==> config.mk <==
export PLATFORM = sky130hd
export DESIGN_NAME = hazard_stall_ctrl
export DESIGN_NICKNAME = d
export VERILOG_FILES = /design/src/rtl/hazard_stall_ctrl.sv
export SDC_FILE = /design/constraint.sdc
export NUM_CORES = 1
export LEC_CHECK = 0
export CAP_MARGIN = 0
export CORE_MARGIN = 10
export CORE_UTILIZATION = 33
export DETAILED_ROUTE_END_ITERATION = 12
export PLACE_DENSITY = 0.61
export SETUP_SLACK_MARGIN = 0.3
export SLEW_MARGIN = 20
export SYNTH_ARGS = -nofsm -noshare
export SYNTH_HDL_FRONTEND = slang
export SYNTH_SLANG_ARGS = --single-unit
==> constraint.sdc <==
create_clock -name clk -period 2.4 [get_ports clk]
set_input_delay 0.36 -clock clk [delete_from_list [all_inputs] [get_ports clk]]
set_output_delay 0.36 -clock clk [all_outputs]
set_load 0.02 [all_outputs]
==> src/rtl/hazard_stall_ctrl.sv <==
// hazard_stall_ctrl
//   Central stall/flush sequencer for the IF/ID, ID/EX, EX/MEM and MEM/WB
//   pipeline registers. It merges I/D-cache stalls, load-use hazards and
//   EX-stage redirects into per-stage stall/flush strobes. A redirect that
//   arrives while a cache stall is in progress is held and replayed in the
//   first cycle after the stall releases. Two saturating counters track
//   stall cycles and issued redirects.
//
// Ports
//   clk, rst_n            clock (posedge), asynchronous active-low reset
//   icache_stall_i        I-cache miss in progress
//   dcache_stall_i        D-cache miss in progress
//   load_use_i            load-use hazard between ID/EX and ID
//   redirect_i            EX-stage mispredict, valid this cycle
//   redirect_pc_i         target PC for redirect_i
//   pc_stall_o/pc_load_o  hold PC / load PC with pc_target_o
//   pc_target_o           redirect target
//   ifid_*, idex_*        stall/flush for IF/ID and ID/EX
//   exmem_stall_o         hold EX/MEM
//   memwb_stall_o         hold MEM/WB
//   stall_cnt_o           cycles with a cache stall, saturating
//   redir_cnt_o           redirects issued to the PC, saturating
module hazard_stall_ctrl #(
  parameter int ADDR_W = 32,
  parameter int CNT_W  = 32
) (
  input  logic              clk,
  input  logic              rst_n,
  input  logic              icache_stall_i,
  input  logic              dcache_stall_i,
  input  logic              load_use_i,
  input  logic              redirect_i,
  input  logic [ADDR_W-1:0] redirect_pc_i,
  output logic              pc_stall_o,
  output logic              pc_load_o,
  output logic [ADDR_W-1:0] pc_target_o,
  output logic              ifid_stall_o,
  output logic              ifid_flush_o,
  output logic              idex_stall_o,
  output logic              idex_flush_o,
  output logic              exmem_stall_o,
  output logic              memwb_stall_o,
  output logic [CNT_W-1:0]  stall_cnt_o,
  output logic [CNT_W-1:0]  redir_cnt_o
);

  typedef enum logic [1:0] {
    RUN    = 2'd0,
    MSTALL = 2'd1,  // stalled, nothing pending
    MPEND  = 2'd2   // stalled, redirect pending in pend_pc_q
  } state_t;

  state_t              state_q, state_d;
  logic [ADDR_W-1:0]   pend_pc_q, pend_pc_d;
  logic [CNT_W-1:0]    stall_cnt_q, redir_cnt_q;
  logic                mem_stall;

  assign mem_stall = icache_stall_i | dcache_stall_i;

  always_ff @(posedge clk or negedge rst_n) begin
    if (!rst_n) begin
      state_q   <= RUN;
      pend_pc_q <= '0;
    end else begin
      state_q   <= state_d;
      pend_pc_q <= pend_pc_d;
    end
  end

  // Next state. Leaving MPEND on release is the replay cycle; the output
  // logic below issues the held redirect in that same cycle.
  always_comb begin
    state_d   = state_q;
    pend_pc_d = pend_pc_q;
    case (state_q)
      RUN: begin
        if (mem_stall) begin
          if (redirect_i) begin
            state_d   = MPEND;
            pend_pc_d = redirect_pc_i;
          end else begin
            state_d = MSTALL;
          end
        end
      end
      MSTALL: begin
        if (!mem_stall) begin
          state_d = RUN;  // a redirect in this cycle is issued directly
        end else if (redirect_i) begin
          state_d   = MPEND;
          pend_pc_d = redirect_pc_i;
        end
      end
      MPEND: begin
        if (!mem_stall) begin
          state_d = RUN;
        end else if (redirect_i) begin
          pend_pc_d = redirect_pc_i;  // latest redirect wins
        end
      end
      default: state_d = RUN;
    endcase
  end

  // Mealy outputs. Stall beats redirect beats load-use; a stalled stage is
  // never flushed. Everything is forced low while reset is asserted.
  always_comb begin
    pc_stall_o    = 1'b0;
    pc_load_o     = 1'b0;
    pc_target_o   = pend_pc_q;
    ifid_stall_o  = 1'b0;
    ifid_flush_o  = 1'b0;
    idex_stall_o  = 1'b0;
    idex_flush_o  = 1'b0;
    exmem_stall_o = 1'b0;
    memwb_stall_o = 1'b0;
    if (!rst_n) begin
      pc_target_o = '0;
    end else if (mem_stall) begin
      pc_stall_o    = 1'b1;
      ifid_stall_o  = 1'b1;
      idex_stall_o  = 1'b1;
      exmem_stall_o = 1'b1;
      memwb_stall_o = 1'b1;
    end else if (redirect_i || state_q == MPEND) begin
      // load_use_i is ignored here: the ID instruction is wrong-path
      pc_load_o    = 1'b1;
      pc_target_o  = redirect_i ? redirect_pc_i : pend_pc_q;
      ifid_flush_o = 1'b1;
      idex_flush_o = 1'b1;
    end else if (load_use_i) begin
      pc_stall_o   = 1'b1;
      ifid_stall_o = 1'b1;
      idex_flush_o = 1'b1;  // bubble into EX
    end
  end

  always_ff @(posedge clk or negedge rst_n) begin
    if (!rst_n) begin
      stall_cnt_q <= '0;
      redir_cnt_q <= '0;
    end else begin
      if (mem_stall && stall_cnt_q != '1) stall_cnt_q <= stall_cnt_q + 1'b1;
      if (pc_load_o && redir_cnt_q != '1) redir_cnt_q <= redir_cnt_q + 1'b1;
    end
  end

  assign stall_cnt_o = stall_cnt_q;
  assign redir_cnt_o = redir_cnt_q;

endmodule

==> flow_metrics.env, run 1 <==
export IMPL_grt_pass1_wl_um=23700
export IMPL_clock_latency_ns=0.35
export IMPL_finalWirelength_um=14600
export IMPL_synth_edf_count=0
export IMPL_synth_cell_area_mm2=0.00504
export IMPL_drc_errors=0
export IMPL_cts_tree="done"
export IMPL_dieWidth_um=144
export IMPL_outcome="complete, no violations"
export IMPL_ys_types=48
export IMPL_p_per_area_mw_per_mm2=683
export IMPL_reg2reg_from="redir_cnt_o[1]"
export IMPL_core_mm2=0.0151
export IMPL_avgViaCountPerCell=5.00
export IMPL_relSlewSlack_pct=64.2
export IMPL_placement_io_buffers=141
export IMPL_pin_count=142
export IMPL_postRouteAntennaNets=0
export IMPL_critPathCaptureType="output pin"
export IMPL_n_antenna_cell=0
export IMPL_finalWorstSetupSlack_ns=0.378
export IMPL_fin_crit_sh_pct=84.2
export IMPL_max_freq_mhz=495
export IMPL_seq_area_frac_synth_pct=48.6
export IMPL_fill_cells=1389
export IMPL_max_vdd_ir_drop_v=0.000545
export IMPL_synthCells=482
export IMPL_syn_to_final_growth_pct=42.0
export IMPL_vias=4195
export IMPL_ys_warn_count=0
export IMPL_gr_usage_all_layers_pct=14.4
export IMPL_startpoint_type="input pin"
export IMPL_synth_top_area_share_pct=48.6
export IMPL_fp_dieH_um=144
export IMPL_nNetsFinal=686
export IMPL_clock_sinks=98
export IMPL_drtIter0Drc=181
export IMPL_drv_slew=0
export IMPL_wl_per_cell_um=17.4
export IMPL_dr_pass1_iters=4
export IMPL_synth_seq_cells=98
export IMPL_row_count=45
export IMPL_clk_pin_slew_ns=0.07
export IMPL_antenna_found_initial=0
export IMPL_p_leak_nw=3.10
export IMPL_required_ns=2.04
export IMPL_period_minus_slack_ns=2.02
export IMPL_synth_main_ff_cell="dfrtp_1"
export IMPL_worst_pin_slew_ns=0.534
export IMPL_ff2ff_setup_slack_ns=0.43
export IMPL_hpwl_um=10400
export IMPL_clockRootBuffer="clkbuf_16"
export IMPL_synth_nets=522
export IMPL_skew_ns=0.00713
export IMPL_holdCritPathClass="input pin to asynchronous set/reset pin"
export IMPL_finalHoldViolCount=0
export IMPL_grt_max_degree=46
export IMPL_crit_fanout=3
export IMPL_start_util_pct=33.4
export IMPL_r2r_end="redir_cnt_o[31]"
export IMPL_final_setup_viol_count=0
export IMPL_h_tree_depth=3
export IMPL_post_place_ws_ns=-0.449
export IMPL_criticalPathCategory="input pin to output pin"
export IMPL_synth_top_area_cell="dfrtp_1"
export IMPL_max_clock_path_buffers=2
export IMPL_grt_pass1_vias=4374
export IMPL_synth_area_per_cell_um2=10.5
export IMPL_gp_congestion=0.789
export IMPL_cp_arrival_ns=1.66
export IMPL_reg2regPathDepth=7
export IMPL_synthTopCellsByArea="dfrtp_1, xnor2_1, mux2_2, nand2_1, a21boi_0"
export IMPL_drive_above_1_share_pct=22.7
export IMPL_rsz0062_at_grt="true"
export IMPL_async_flop_share_pct=100
export IMPL_numCtsBuffers=9
export IMPL_die_area_mm2=0.0206
export IMPL_overflow=0
export IMPL_maxCapViolations=0
export IMPL_setup_tns_ns=0
==> through the flow <==
step / hold WS (ns) / cell area, um^2 / total power, mW / utilization, % / cells
final: 0.0554 / 7160 / 4.89 / 47.5 / 839
after global routing: 0.0707 / 7160 / 5.14 / 47.5 / 839
after CTS: 0.0730 / 7120 / 4.92 / 47.2 / 838
after detailed placement: 0.224 / 6830 / 3.32 / 45.3 / 817
after global placement: 0.230 / 6830 / 3.28 / 45.3 / 817
after floorplan: 0.0644 / 5040 / 2.67 / - / 482
==> state kept, by name (all words and copies together), names as in the netlist <==
register and cells:
pend_pc_q 32, state_q 2, stall_cnt_o 32, redir_cnt_o 32
==> where the power goes <==
| group | switching (mW) | internal (mW) | leakage (nW) |
|---|---|---|---|
| logic | 0.625 | 0.609 | 1.67 |
| clock network | 0.653 | 0.944 | 0.159 |
| registers | 0.204 | 1.85 | 1.27 |
==> cell usage after synthesis (all sizes together), types with 3 or more instances <==
library cell  count
dfrtp            98
nand2            91
xnor2            48
mux2             34
a21boi           32
nand4            29
nand3            24
and3             18
nor2             16
clkbuf           12
xor2             10
buf               9
nor3              8
a21oi             7
and4              7
inv               5
and2              4
nor4              4
nor2b             3
==> worst max path at each step <==
stage,from,cells past startpoint,slack [ns],to
after global placement,dcache_stall_i,7,-0.37,pc_target_o[12]
after floorplan,redir_cnt_o[0],6,0.32,redir_cnt_o[25]
final,dcache_stall_i,5,0.38,memwb_stall_o
after CTS,state_q[1],6,0.30,ifid_stall_o
after detailed placement,dcache_stall_i,7,-0.45,pc_target_o[4]
after global routing,redir_cnt_o[1],7,0.30,redir_cnt_o[31]
==> worst max-delay path, stage by stage <==
cell and delay [ns]:
dlygate4sd2_1 0.28, buf_4 0.15, or2_2 0.33, and2_1 0.20, dlygate4sd2_1 0.33
==> cell usage in the layout, fill, tap and decap left out, types with 10 or more instances in the layout <==
cell type        count
a21boi_0            18
and3_1              16
buf_2               21
buf_4               38
mux2_2              33
nand4_1             28
nand3_1             22
xnor2_1             48
dfrtp_1             96
nand2_1             90
a21boi_1            10
nor2_1              15
clkdlybuf4s50_1     97
xor2_1              10
==> kinds of logic (layout without fill, tap and decap cells) <==
family / Yosys count / count (layout) / synth area share (%)
AND/OR/NAND/NOR: 212 / 212 / 22.5
buffers and inverters: 26 / 195 / 2.53
multiplexers: 34 / 34 / 7.67
flip-flops: 98 / 98 / 48.6
AO/OA/AOI/OAI: 52 / 52 / 8.16
adder cells (fa/ha/maj): 2 / 2 / 0.496
XOR/XNOR: 58 / 58 / 10.1
==> area by class of cell <==
class                           instances  area [um^2]  share of cell area, %
Clock inverter                          6         90.1                   1.26
Inverter                                5         18.8                  0.262
Timing Repair Buffer                  174         1610                   22.5
Multi-Input combinational cell        358         2510                   35.1
Sequential cell                        98         2450                   34.3
Clock buffer                           10          239                   3.34
Tap cell                              188          235                   3.28
==> routing by layer <==
metal | routed length (um) | global-route usage [%] | share of wire [%]
met2 | 6740 | 22.2 | 46
met5 | 0 | 0 | 0
met3 | 1180 | 4.46 | 8.1
met4 | 180 | 5.21 | 1.2
met1 | 6470 | 18.5 | 44
==> repair_timing <==
item,4_1_cts,5_1_grt
pin swaps,1,1
endpoints found under the hold margin,5,0
setup buffers,2,1
hold buffers,1,0
setup endpoints to repair,45,22
cloned,2,0
resized for setup,198,24
No activity file was read; power rests on OpenSTA's default activity.
==> run 2: changes to the inputs <==
--- a/config.mk
+++ b/config.mk
@@ -9,7 +9,7 @@
 export CORE_MARGIN = 10
 export CORE_UTILIZATION = 33
 export DETAILED_ROUTE_END_ITERATION = 12
-export PLACE_DENSITY = 0.61
+export PLACE_DENSITY = 0.63
 export SETUP_SLACK_MARGIN = 0.3
 export SLEW_MARGIN = 20
 export SYNTH_ARGS = -nofsm -noshare
==> constraint.sdc (replaced) <==
create_clock -name clk -period 1.8 [get_ports clk]
set_input_delay 0.27 -clock clk [delete_from_list [all_inputs] [get_ports clk]]
set_output_delay 0.27 -clock clk [all_outputs]
set_load 0.02 [all_outputs]
==> run 2 against run 1 <==
  * The flow now finishes with violations (negative setup slack)
  * Core utilization grew 17 points
  * First-iteration DRC count grew 36%
  * Cell area grew 36%
  * Cell count grew 18%
  * Largest cell class unchanged
  * Critical path type is now flop to flop
  * Clock skew shrank 0.0017 ns
  * Clock-buffer cell count grew 1
  * Clock power grew 30%
  * Sequential power grew 32%
  * Sequential cell count is the same
  * Global-route usage grew 3.0 points
==> flow_metrics.env, run 2 (synthesis gave the netlist of run 1 again) <==
export IMPL_nNetsFinal=833
export IMPL_dr_pass1_iters=4
export IMPL_crit_fanout=8
export IMPL_dpl_cell_area_mm2=0.00793
export IMPL_final_setup_viol_count=14
export IMPL_grt_pass1_wl_um=28300
export IMPL_clk_pin_slew_ns=0.07
export IMPL_grt_pass1_vias=5167
export IMPL_reg2regPathDepth=8
export IMPL_multi_input_area_mm2=0.00365
export IMPL_h_tree_depth=3
export IMPL_p_leak_nw=4.66
export IMPL_cp_slowest_cell="dfrtp_2"
export IMPL_drtIter0Drc=246
export IMPL_drc_errors=0
export IMPL_setup_tns_ns=-0.758
export IMPL_postLayoutCellArea_mm2=0.00970
export IMPL_critPathCaptureType="flop"
export IMPL_post_place_cells=895
export IMPL_avgViaCountPerCell=5.00
export IMPL_final_common_cell="buf_4"
export IMPL_violations="negative setup slack"
export IMPL_max_vdd_ir_drop_v=0.000560
export IMPL_cts_tree="done"
export IMPL_maxCapViolations=0
export IMPL_final_cells=986
export IMPL_clock_sinks=98
export IMPL_startpoint_type="flop"
export IMPL_fp_dieH_um=144
export IMPL_max_clock_path_buffers=2
export IMPL_wl_per_cell_um=19.1
export IMPL_numCtsBuffers=9
export IMPL_worstPathCellList="ha_4 -> and3_4 -> and4bb_4 -> a2111oi_4 -> buf_6 -> buf_4 -> nand3_2 -> xnor2_1"
export IMPL_final_core_util_pct=64.3
export IMPL_critical_path_buf_inv_count=2
export IMPL_antenna_found_initial=0
export IMPL_vias=4934
export IMPL_gp_congestion=0.846
export IMPL_max_freq_mhz=527
export IMPL_row_count=45
export IMPL_core_mm2=0.0151
export IMPL_rsz0062_at_grt="true"
export IMPL_holdCritPathClass="input pin to asynchronous set/reset pin"
export IMPL_criticalPathCategory="flop to flop"
export IMPL_die_area_mm2=0.0206
export IMPL_hpwl_um=12100
export IMPL_worst_pin_slew_ns=0.753
export IMPL_fin_crit_sh_pct=105
export IMPL_placement_io_buffers=141
export IMPL_layout_common_cells="buf_4, buf_6, dfrtp_1, dfrtp_2, nand2_1"
export IMPL_grt_max_degree=46
export IMPL_crit_family="simple AND/OR/NAND/NOR gates"
export IMPL_finalWirelength_um=18800
export IMPL_skew_ns=0.00547
export IMPL_syn_to_final_growth_pct=92.4
export IMPL_clockRootBuffer="clkbuf_16"
export IMPL_p_per_area_mw_per_mm2=753
export IMPL_cp_arrival_ns=2.13
export IMPL_outcome="finished with violations"
export IMPL_start_util_pct=33.4
export IMPL_fill_cells=1144
export IMPL_finalWorstSetupSlack_ns=-0.0989
export IMPL_relSlewSlack_pct=49.6
export IMPL_n_antenna_cell=0
export IMPL_overflow=0
export IMPL_clock_latency_ns=0.34
export IMPL_period_minus_slack_ns=1.90
export IMPL_ff2ff_setup_slack_ns=-0.1
export IMPL_reg2reg_from="redir_cnt_o[1]"
export IMPL_postRouteAntennaNets=0
export IMPL_r2r_end="redir_cnt_o[23]"
export IMPL_required_ns=2.03
export IMPL_gr_usage_all_layers_pct=17.4
export IMPL_drive_above_1_share_pct=65.4
export IMPL_drv_slew=0
export IMPL_slowest_delay_ns=0.43
export IMPL_dieWidth_um=144
export IMPL_p_total_mw=7.31
export IMPL_regArea_mm2=0.00251
export IMPL_finalHoldViolCount=0
export IMPL_pin_count=142
[run 2: area by class of cell]
type | count | area share [%]
clock buffers | 11 | 2.50
clock inverters | 5 | 0.799
inverters | 5 | 0.193
multi-input cells | 358 | 37.7
flip-flops and latches | 98 | 25.9
well taps | 188 | 2.42
repair buffers | 321 | 30.5
[run 2: how the worst max path moves through the flow]
stage                    start         endpoint  slack [ns]  depth (start not counted)
3_5_place_dp    dcache_stall_i  pc_target_o[12]       -0.61                          7
2_1_floorplan  redir_cnt_o[17]  redir_cnt_o[25]       -0.10                          6
3_3_place_gp    dcache_stall_i  pc_target_o[26]       -0.57                          7
5_1_grt         redir_cnt_o[0]  redir_cnt_o[19]       -0.17                          7
6_report        redir_cnt_o[1]  redir_cnt_o[23]        -0.1                          8
4_1_cts         redir_cnt_o[1]  redir_cnt_o[19]       -0.06                          7
[run 2: tightest hold or removal path: cells and delay by family]
family / cells / cell delay [ns]
buf+inv: 3 / 0.48
[run 2: what timing repair did]
item | 4_1_cts | 5_1_grt
gates cloned | 5 | 1
gates resized for setup | 476 | 114
endpoints found under the setup margin | 200 | 142
pin swaps | 104 | 65
hold buffers | 1 | 0
buffers inserted | 39 | 29
hold endpoints to repair | 14 | 0
[run 2: metal layers]
metal	track usage [%]	up-vias	wire length (um)
met4	5.59	0	264
met2	31.1	109	10100
met5	0	-	0
met3	3.20	19	902
met1	20.6	2479	7530
li1	-	2327	-
[run 2: through the flow]
step / setup slack (ns) / hold WS, ns
final: -0.0989 / 0.0943
after floorplan: -0.101 / -0.0256
after CTS: -0.0627 / 0.0960
after global routing: -0.166 / 0.109
after detailed placement: -0.609 / 0.302
after global placement: -0.568 / 0.292
[run 2: power by group]
| group | switching (mW) | leakage [nW] | internal (mW) | total (mW) |
|---|---|---|---|---|
| combinational | 1.22 | 3.30 | 1.30 | 2.52 |
| sequential | 0.220 | 1.20 | 2.49 | 2.71 |
| clock | 0.827 | 0.156 | 1.25 | 2.08 |
==> run 3: changes to the inputs <==
--- a/config.mk
+++ b/config.mk
@@ -11,7 +11,7 @@
 export DETAILED_ROUTE_END_ITERATION = 12
 export PLACE_DENSITY = 0.63
 export SETUP_SLACK_MARGIN = 0.3
-export SLEW_MARGIN = 20
+export SLEW_MARGIN = 25
 export SYNTH_ARGS = -nofsm -noshare
 export SYNTH_HDL_FRONTEND = slang
 export SYNTH_SLANG_ARGS = --single-unit
==> results of run 3 <==
Same layout as run 2: the final DEF is identical, and so are final timing and power.
